`src/rtl/ibex_crypto_issue_if.sv`:
```
// ibex_crypto_issue_if: decode-side, EX-side and writeback signals of the Zknh issue controller.
interface ibex_crypto_issue_if;
    logic        instr_valid;
    logic [31:0] instr_rdata;
    logic [31:0] rs1_rdata;
    logic [31:0] rs2_rdata;
    logic        flush;
    logic        ex_valid;
    logic [31:0] ex_result;
    logic        crypto_hit;
    logic        illegal;
    logic        sha2_en;
    logic [3:0]  sha2_op;
    logic [31:0] op_a;
    logic [31:0] op_b;
    logic        stall;
    logic        rf_we;
    logic [4:0]  rf_waddr;
    logic [31:0] rf_wdata;
    logic        timeout;

    modport master (
        output instr_valid, instr_rdata, rs1_rdata, rs2_rdata, flush, ex_valid, ex_result,
        input  crypto_hit, illegal, sha2_en, sha2_op, op_a, op_b, stall, rf_we, rf_waddr,
               rf_wdata, timeout
    );

    modport slave (
        input  instr_valid, instr_rdata, rs1_rdata, rs2_rdata, flush, ex_valid, ex_result,
        output crypto_hit, illegal, sha2_en, sha2_op, op_a, op_b, stall, rf_we, rf_waddr,
               rf_wdata, timeout
    );
endinterface

```
`src/rtl/ibex_crypto_issue.sv`:
```
// ibex_crypto_issue: decodes Zknh SHA-2 ops, issues them to EX, waits for the result and writes it back.
module ibex_crypto_issue #(
    parameter bit          Sha512En  = 1'b1,
    parameter int unsigned WaitLimit = 15
) (
    input logic                 clk_i,
    input logic                 rst_i,
    ibex_crypto_issue_if.slave  bus
);
    typedef enum logic [1:0] {IDLE, ISSUE, WAIT, WB} state_t;

    state_t      state, state_nxt;
    logic [6:0]  opcode;
    logic [6:0]  funct7;
    logic [2:0]  funct3;
    logic [11:0] imm;
    logic        is_256;
    logic        is_512;
    logic [3:0]  dec_op;
    logic        accept;
    logic        busy;
    logic        tmo_hit;
    logic [31:0] op_a_q;
    logic [31:0] op_b_q;
    logic [3:0]  op_q;
    logic [4:0]  rd_q;
    logic [31:0] result_q;
    logic [7:0]  wait_cnt;
    logic        timeout_q;

    assign opcode = bus.instr_rdata[6:0];
    assign funct3 = bus.instr_rdata[14:12];
    assign imm    = bus.instr_rdata[31:20];
    assign funct7 = bus.instr_rdata[31:25];

    // funct7 0101100/0101101 are not SHA-512 ops, hence the bit-2/bit-1 exclusion
    assign is_256 = (opcode == 7'b0010011) && (funct3 == 3'b001) && (imm[11:2] == 10'h040);
    assign is_512 = (opcode == 7'b0110011) && (funct3 == 3'b000) && (funct7[6:3] == 4'b0101) &&
                    !(funct7[2] && !funct7[1]);
    assign dec_op = is_256 ? {2'b00, imm[1:0]} :
                    funct7[2] ? {3'b100, funct7[0]} : {2'b01, funct7[1:0]};

    assign bus.crypto_hit = is_256 || (is_512 && Sha512En);
    assign bus.illegal    = is_512 && !Sha512En;

    assign accept  = (state == IDLE) && bus.instr_valid && bus.crypto_hit && !bus.flush;
    assign busy    = (state == ISSUE) || (state == WAIT);
    assign tmo_hit = (state == WAIT) && !bus.flush && !bus.ex_valid &&
                     (wait_cnt == 8'(WaitLimit - 1));

    always_ff @(posedge clk_i or posedge rst_i) begin
        if (rst_i) state <= IDLE;
        else       state <= state_nxt;
    end

    always_comb begin
        state_nxt = state;
        case (state)
            IDLE:    state_nxt = accept ? ISSUE : IDLE;
            ISSUE:   state_nxt = bus.flush ? IDLE : bus.ex_valid ? WB : WAIT;
            WAIT:    state_nxt = bus.flush ? IDLE : bus.ex_valid ? WB : tmo_hit ? IDLE : WAIT;
            default: state_nxt = IDLE;
        endcase
    end

    // wait_cnt is held at zero outside WAIT, so it always starts from zero on entry
    always_ff @(posedge clk_i or posedge rst_i) begin
        if (rst_i) begin
            op_a_q    <= '0;
            op_b_q    <= '0;
            op_q      <= '0;
            rd_q      <= '0;
            result_q  <= '0;
            wait_cnt  <= '0;
            timeout_q <= 1'b0;
        end else begin
            if (accept) begin
                op_a_q <= bus.rs1_rdata;
                op_b_q <= bus.rs2_rdata;
                op_q   <= dec_op;
                rd_q   <= bus.instr_rdata[11:7];
            end
            if (busy && bus.ex_valid && !bus.flush) result_q <= bus.ex_result;
            wait_cnt  <= (state != WAIT) ? '0 :
                         (wait_cnt == 8'(WaitLimit)) ? wait_cnt : wait_cnt + 8'd1;
            timeout_q <= tmo_hit;
        end
    end

    assign bus.sha2_en  = busy;
    assign bus.sha2_op  = op_q;
    assign bus.op_a     = op_a_q;
    assign bus.op_b     = op_b_q;
    assign bus.stall    = accept || busy;
    assign bus.rf_we    = (state == WB) && (rd_q != 5'd0);
    assign bus.rf_waddr = rd_q;
    assign bus.rf_wdata = result_q;
    assign bus.timeout  = timeout_q;
endmodule
```
`src/flat_wrapper.sv`:
```
// flat-port wrapper written by rule: the top's interface ports become plain ports
module ibex_crypto_issue_flat 
#(
    parameter bit          Sha512En  = 1'b1,
    parameter int unsigned WaitLimit = 15
)
  (clk_i, rst_i, bus_instr_valid, bus_instr_rdata, bus_rs1_rdata, bus_rs2_rdata, bus_flush, bus_ex_valid, bus_ex_result, bus_crypto_hit, bus_illegal, bus_sha2_en, bus_sha2_op, bus_op_a, bus_op_b, bus_stall, bus_rf_we, bus_rf_waddr, bus_rf_wdata, bus_timeout);
  ibex_crypto_issue_if bus_i ();
  input logic clk_i;
  input logic rst_i;
  input wire logic [$bits(bus_i.instr_valid)-1:0] bus_instr_valid;
  input wire logic [$bits(bus_i.instr_rdata)-1:0] bus_instr_rdata;
  input wire logic [$bits(bus_i.rs1_rdata)-1:0] bus_rs1_rdata;
  input wire logic [$bits(bus_i.rs2_rdata)-1:0] bus_rs2_rdata;
  input wire logic [$bits(bus_i.flush)-1:0] bus_flush;
  input wire logic [$bits(bus_i.ex_valid)-1:0] bus_ex_valid;
  input wire logic [$bits(bus_i.ex_result)-1:0] bus_ex_result;
  output wire logic [$bits(bus_i.crypto_hit)-1:0] bus_crypto_hit;
  output wire logic [$bits(bus_i.illegal)-1:0] bus_illegal;
  output wire logic [$bits(bus_i.sha2_en)-1:0] bus_sha2_en;
  output wire logic [$bits(bus_i.sha2_op)-1:0] bus_sha2_op;
  output wire logic [$bits(bus_i.op_a)-1:0] bus_op_a;
  output wire logic [$bits(bus_i.op_b)-1:0] bus_op_b;
  output wire logic [$bits(bus_i.stall)-1:0] bus_stall;
  output wire logic [$bits(bus_i.rf_we)-1:0] bus_rf_we;
  output wire logic [$bits(bus_i.rf_waddr)-1:0] bus_rf_waddr;
  output wire logic [$bits(bus_i.rf_wdata)-1:0] bus_rf_wdata;
  output wire logic [$bits(bus_i.timeout)-1:0] bus_timeout;
  assign bus_i.instr_valid = bus_instr_valid;
  assign bus_i.instr_rdata = bus_instr_rdata;
  assign bus_i.rs1_rdata = bus_rs1_rdata;
  assign bus_i.rs2_rdata = bus_rs2_rdata;
  assign bus_i.flush = bus_flush;
  assign bus_i.ex_valid = bus_ex_valid;
  assign bus_i.ex_result = bus_ex_result;
  assign bus_crypto_hit = bus_i.crypto_hit;
  assign bus_illegal = bus_i.illegal;
  assign bus_sha2_en = bus_i.sha2_en;
  assign bus_sha2_op = bus_i.sha2_op;
  assign bus_op_a = bus_i.op_a;
  assign bus_op_b = bus_i.op_b;
  assign bus_stall = bus_i.stall;
  assign bus_rf_we = bus_i.rf_we;
  assign bus_rf_waddr = bus_i.rf_waddr;
  assign bus_rf_wdata = bus_i.rf_wdata;
  assign bus_timeout = bus_i.timeout;
  ibex_crypto_issue #(.Sha512En(Sha512En), .WaitLimit(WaitLimit)) u_core (.clk_i(clk_i), .rst_i(rst_i), .bus(bus_i));
endmodule
```
`config.mk`:
```
export PLATFORM = sky130hd
export DESIGN_NAME = ibex_crypto_issue_flat
export DESIGN_NICKNAME = d
export VERILOG_FILES = /design/src/rtl/ibex_crypto_issue_if.sv /design/src/rtl/ibex_crypto_issue.sv /design/src/flat_wrapper.sv
export SDC_FILE = /design/constraint.sdc
export NUM_CORES = 1
export LEC_CHECK = 0
export CAP_MARGIN = 10
export CELL_PAD_IN_SITES_DETAIL_PLACEMENT = 1
export CELL_PAD_IN_SITES_GLOBAL_PLACEMENT = 1
export CORE_ASPECT_RATIO = 0.75
export CORE_UTILIZATION = 31
export CTS_BUF_LIST = sky130_fd_sc_hd__clkbuf_8
export CTS_CLUSTER_SIZE = 30
export DETAILED_ROUTE_END_ITERATION = 6
export GPL_ROUTABILITY_DRIVEN = 0
export HOLD_SLACK_MARGIN = 0.08
export PLACE_DENSITY_LB_ADDON = 0.1
export SYNTH_ARGS = -nofsm -noshare
export SYNTH_HDL_FRONTEND = slang
export SYNTH_SLANG_ARGS = --single-unit
export TNS_END_PERCENT = 30
```
`constraint.sdc`:
```
create_clock -name clk_i -period 5.69 [get_ports clk_i]
set_clock_uncertainty 0.15 [all_clocks]
set_input_delay 1.4225 -clock clk_i [delete_from_list [all_inputs] [get_ports clk_i]]
set_output_delay 1.4225 -clock clk_i [all_outputs]
set_load 0.005 [all_outputs]
```
-- Word-level counts from Yosys, hierarchy flattened
Cells that the tools add are included.
- output and inout port bits: 111
- bits in writable memories: 0
- word-level logic and storage cells: 57
- flip-flop bits (word level): 116
- bits in latches: 0
- bits of input ports: 133
- ROM bits: 0
- memories kept: 0
- multipliers: 0
- eq/ne operators: 12
- mux-type cells: 11
- bitwise operators: 0
- magnitude comparators: 0
- reductions and logical operators: 25
- add/sub/neg operators: 1
- shift operators: 0
- div/mod/pow operators: 0
- operator list (operator ; number):
    $eq 8x4->1 const B ; 2
    $mux 8 ; 2
    $logic_and 1x1->1 ; 15
    $eq 10x7->1 const B ; 1
    $add 8x1->8 const B ; 1
    $mux 2 ; 4
    $mux 4 ; 2
    $eq 7x5->1 const B ; 1
    $eq 7x6->1 const B ; 1
    $pmux 2 s3 ; 1
    $reduce_bool 5->1 ; 1
    $eq 2x2->1 const B ; 2
    $eq 4x3->1 const B ; 1
    $logic_not 1->1 ; 4
    $eq 3x1->1 const B ; 1
    $logic_not 3->1 ; 1
    $logic_or 1x1->1 ; 3
    $eq 2x1->1 const B ; 1
    $logic_not 2->1 ; 1
    $mux 1 ; 2
    $ne 2x1->1 const B ; 1
    $ne 2x2->1 const B ; 1

-- Logic depth before layout (Yosys ltp)
- word-level depth: 9
- depth in mapped cells: 6
- depth with buffers taken out: 6

-- Worst setup path before layout
No wires, ideal clock.
- path type: input -> output
- start: in bus_instr_rdata[14]
- end: out bus_stall
- required time: 4118 ps
- path buffers: 0
- cell stages on the path: 4
- arrival time: 2431 ps
- slack: 1687 ps
- cells stage by stage: nor4b_1 > nand4_2 > a211o_1 > nand2b_1
- cells in the longest elaborated chain, start to end: 8
- elaborated cells between the ends (all ways): 11
- classes of those cells: eq/ne (1); reduce/logical (10)
- RTL lines (what ; line ; RTL):
    from (decl) ; flat_wrapper.sv:12 ; input wire logic [$bits(bus_i.instr_rdata)-1:0] bus_instr_rdata;
    $logic_not 3->1 ; ibex_crypto_issue.sv:38 ; assign is_512 = (opcode == 7'b0110011) && (funct3 == 3'b000) && (funct7[6:3] == 4'b0101) &&
    $logic_and 1x1->1 (3 in series) ; ibex_crypto_issue.sv:38 ;
    $logic_or 1x1->1 * ; ibex_crypto_issue.sv:43 ; assign bus.crypto_hit = is_256 || (is_512 && Sha512En);
    $logic_and 1x1->1 * (2 in series) ; ibex_crypto_issue.sv:46 ; assign accept = (state == IDLE) && bus.instr_valid && bus.crypto_hit && !bus.flush;
    $logic_or 1x1->1 * ; ibex_crypto_issue.sv:94 ; assign bus.stall = accept || busy;
    to (decl) ; flat_wrapper.sv:24 ; output wire logic [$bits(bus_i.stall)-1:0] bus_stall;
Every way passes the cells marked *; elsewhere a longest branch is shown, timed or not.

-- Final worst setup path
Ends and elaborated chain as after synthesis.

==> reports/results.ini <==
[route]
wirelength_mm = 13.2
ant_nets = 0
drt_pass1_iterations = 3
drt_iter0_drc = 95
via_count = 3495
drc = 0
wl_per_cell_um = 17.1
vias_per_cell = 4.56

[final_layout]
final_cell_mix = clkdlybuf4s50_1 (237), dfrtp_1 (116), mux2_2 (96)
drive_above_1_share_pct = 23.5
fill_cells = 1494
final_common_cell = clkdlybuf4s50_1
fin_nets = 693
syn2layout_area_growth_pct = 64.8

[global_route]
antenna_found_initial = 2
grtUsageMet1_pct = 20.3
met3_usage_pct = 10.5
grt_busiest_layer = met2
grt_usage_pct = 17.9
grtUsageMet2_pct = 27.8
grt_overflow = 0
grt_pass1_vias = 3819
grt_max_degree = 64
grt_pass1_wl_mm = 20.5

[placement]
numPortBuffers = 237
place_hpwl_mm = 9.90
dp_slack_ns = 0.578

[min_path]
worstHoldStart = u_core.bus.op_b[30]
hold_class = reg -> reg

[setup_path]
path_depth = 6
startpoint = bus_instr_rdata[14]
reg2reg_depth = 6
cpPeakStageDelay_ns = 0.50
worstPathMaxFanout = 8
cp_common_cell = clkdlybuf4s50_1
path_buf_inv = 2
cp.arrival_ns = 3.50
crit_slowest_cell = clkdlybuf4s50_1
critPathCapture = bus_stall
crit_type = in -> out
r2r_start = u_core.state[1]
r2r_slack_ns = 3.12
r2r-end = u_core.bus.op_a[25]
crit_path_start_kind = input port
cp_cell_sequence = clkdlybuf4s50_1 > nor4b_1 > nand4_2 > a211o_1 > nand2b_1 > clkdlybuf4s50_1
path_delay_family = buffers and inverters
cp.required_ns = 4.12
worst_setup_path_end_kind = output port

[synth]
synth_seq_area_share_pct = 62.1
syn_nets = 445
synth_area_leaders = dfrtp_1 (62%), mux2_2 (23%), buf_6 (1.7%)
yosysWarnings = 0
syn_avg_cell_area_um2 = 15.3
synth_cell_type_count = 39
synth_top_cell_area_share_pct = 62.1
netlist_area_mm2 = 0.00467
synth_top_cell_by_area = dfrtp_1
synth-seq-cells = 116
netlist_instances = 306
async_flop_share_pct = 100
synth_edf_count = 0
synth_ff_type = dfrtp_1

[clock_tree]
cts_tree = built
worstSkewPairLatency_ns = 0.44
cts_made_buffers = 17
ctsResizeCount = 0
cts_hold_buf = 0
cts_root_buf = clkbuf_8
cts_setup_buffers = 0
cts_max_level = 4
clkTransAtPathRegs_ns = 0.06
max-clock-path-buffers = 2
cts.sinks = 116

[floorplan]
die-area_mm2 = 0.0156
die_h_um = 108
core_mm2 = 0.0146
row_count = 38
die-width_um = 144
initial_core_util_pct = 32.0
pin_count = 244

[power]
power_density_mw_per_mm2 = 236
peakVddDrop_mv = 0.196
p_leak_nw = 3.55
total_power_w = 0.00182

[sta]
timing.final.ws_setup_ns = 0.614
rsz0062_at_grt = no
slew_violations = 0
slew_headroom_pct = 57.1
finalCritPeriodShare_pct = 89.2
min_period_ns = 5.08
tns_ns = 0
tightest_slew_ns = 0.643
hold_viol_final = 0
setup_violations = 0
fmax_mhz = 197

[run_status]
status = finished, final reports clean

[job]
maxCapViolations = 0

-- logic make-up after synthesis --
| family | count (synthesis) | synth area share, % |
|---|---|---|
| buffers and inverters | 22 | 2.97 |
| other | 1 | 0.0803 |
| muxes | 103 | 24.8 |
| xor gates and xnor gates | 4 | 0.750 |
| and+or+nand+nor | 36 | 4.79 |
| adders and majority gates | 6 | 1.61 |
| AOI/OAI and AO/OA | 18 | 2.87 |
| DFF | 116 | 62.1 |
-- worst reg2reg max path: cells and delay by family, from the launching register on --
| family | cells | cell delay (ns) |
|---|---|---|
| AOI/OAI and AO/OA | 1 | 0.62 |
| adders and majority gates | 1 | 0.14 |
| DFF | 1 | 0.40 |
| muxes | 1 | 0.44 |
| and+or+nand+nor | 1 | 0.24 |
| buffers and inverters | 2 | 0.46 |
-- report_power, final --
part | total (W) | leakage (nW) | internal [W] | switching (W)
combinational | 0.000112 | 1.70 | 0.0000796 | 0.0000322
sequential | 0.000825 | 1.61 | 0.000825 | 0.000000205
clock | 0.000883 | 0.236 | 0.000549 | 0.000334
-- through the flow --
step | std cells | hold WS, ns | utilization [%] | area, um^2
finish | 767 | 0.337 | 52.7 | 7700
CTS | 766 | 0.344 | 52.7 | 7690
detailed placement | 735 | 0.328 | 49.6 | 7240
global placement | 735 | 0.321 | 49.6 | 7240
floorplan | 306 | 0.333 | - | 4670
global route | 766 | 0.367 | 52.7 | 7690
-- registers in the layout, indices dropped and copies added, names as in the netlist --
register,cells
u_core.bus.timeout,1
u_core.state,2
u_core.bus.op_b,32
u_core.bus.rf_waddr,5
u_core.bus.rf_wdata,32
u_core.bus.op_a,32
u_core.wait_cnt,8
u_core.bus.sha2_op,4
-- synthesized netlist by cell type (all sizes together) (2+ instances only) --
cell,instances
a211oi,3
nand3,5
mux2,102
a21oi,4
a31oi,2
nand2,3
and2,4
nor4b,2
ha,6
xnor2,4
nor4,4
and3,2
nor2b,4
nand4,3
dfrtp,116
buf,11
o21ai,3
inv,10
nor3,3
-- routing by layer --
metal  wire (um)  share of wire, %
met4         197               1.5
met5          10             0.076
met1        5260                40
met2        6000                46
met3        1690                13
-- how the worst min path moves through the flow --
| stage | to | slack, ns | cells past startpoint |
|---|---|---|---|
| floorplan | u_core.bus.op_b[1] | 0.33 | 1 |
| global placement | u_core.bus.op_b[30] | 0.32 | 1 |
| detailed placement | u_core.bus.op_b[30] | 0.33 | 1 |
| CTS | u_core.bus.op_b[30] | 0.34 | 1 |
| global route | u_core.bus.op_b[28] | 0.37 | 1 |
| finish | u_core.bus.op_b[30] | 0.34 | 1 |
-- area by class of cell --
class | instances | area, um^2 | area share (%)
timing repair buffer | 241 | 2410 | 31.4
clock inverter | 11 | 181 | 2.36
antenna | 1 | 2.50 | 0.0325
clock buffer | 20 | 275 | 3.58
multi-input combinational | 168 | 1630 | 21.2
tap | 200 | 250 | 3.25
inverter | 10 | 40.0 | 0.520
sequential | 116 | 2900 | 37.7
Power figures use the tool's default switching activity.
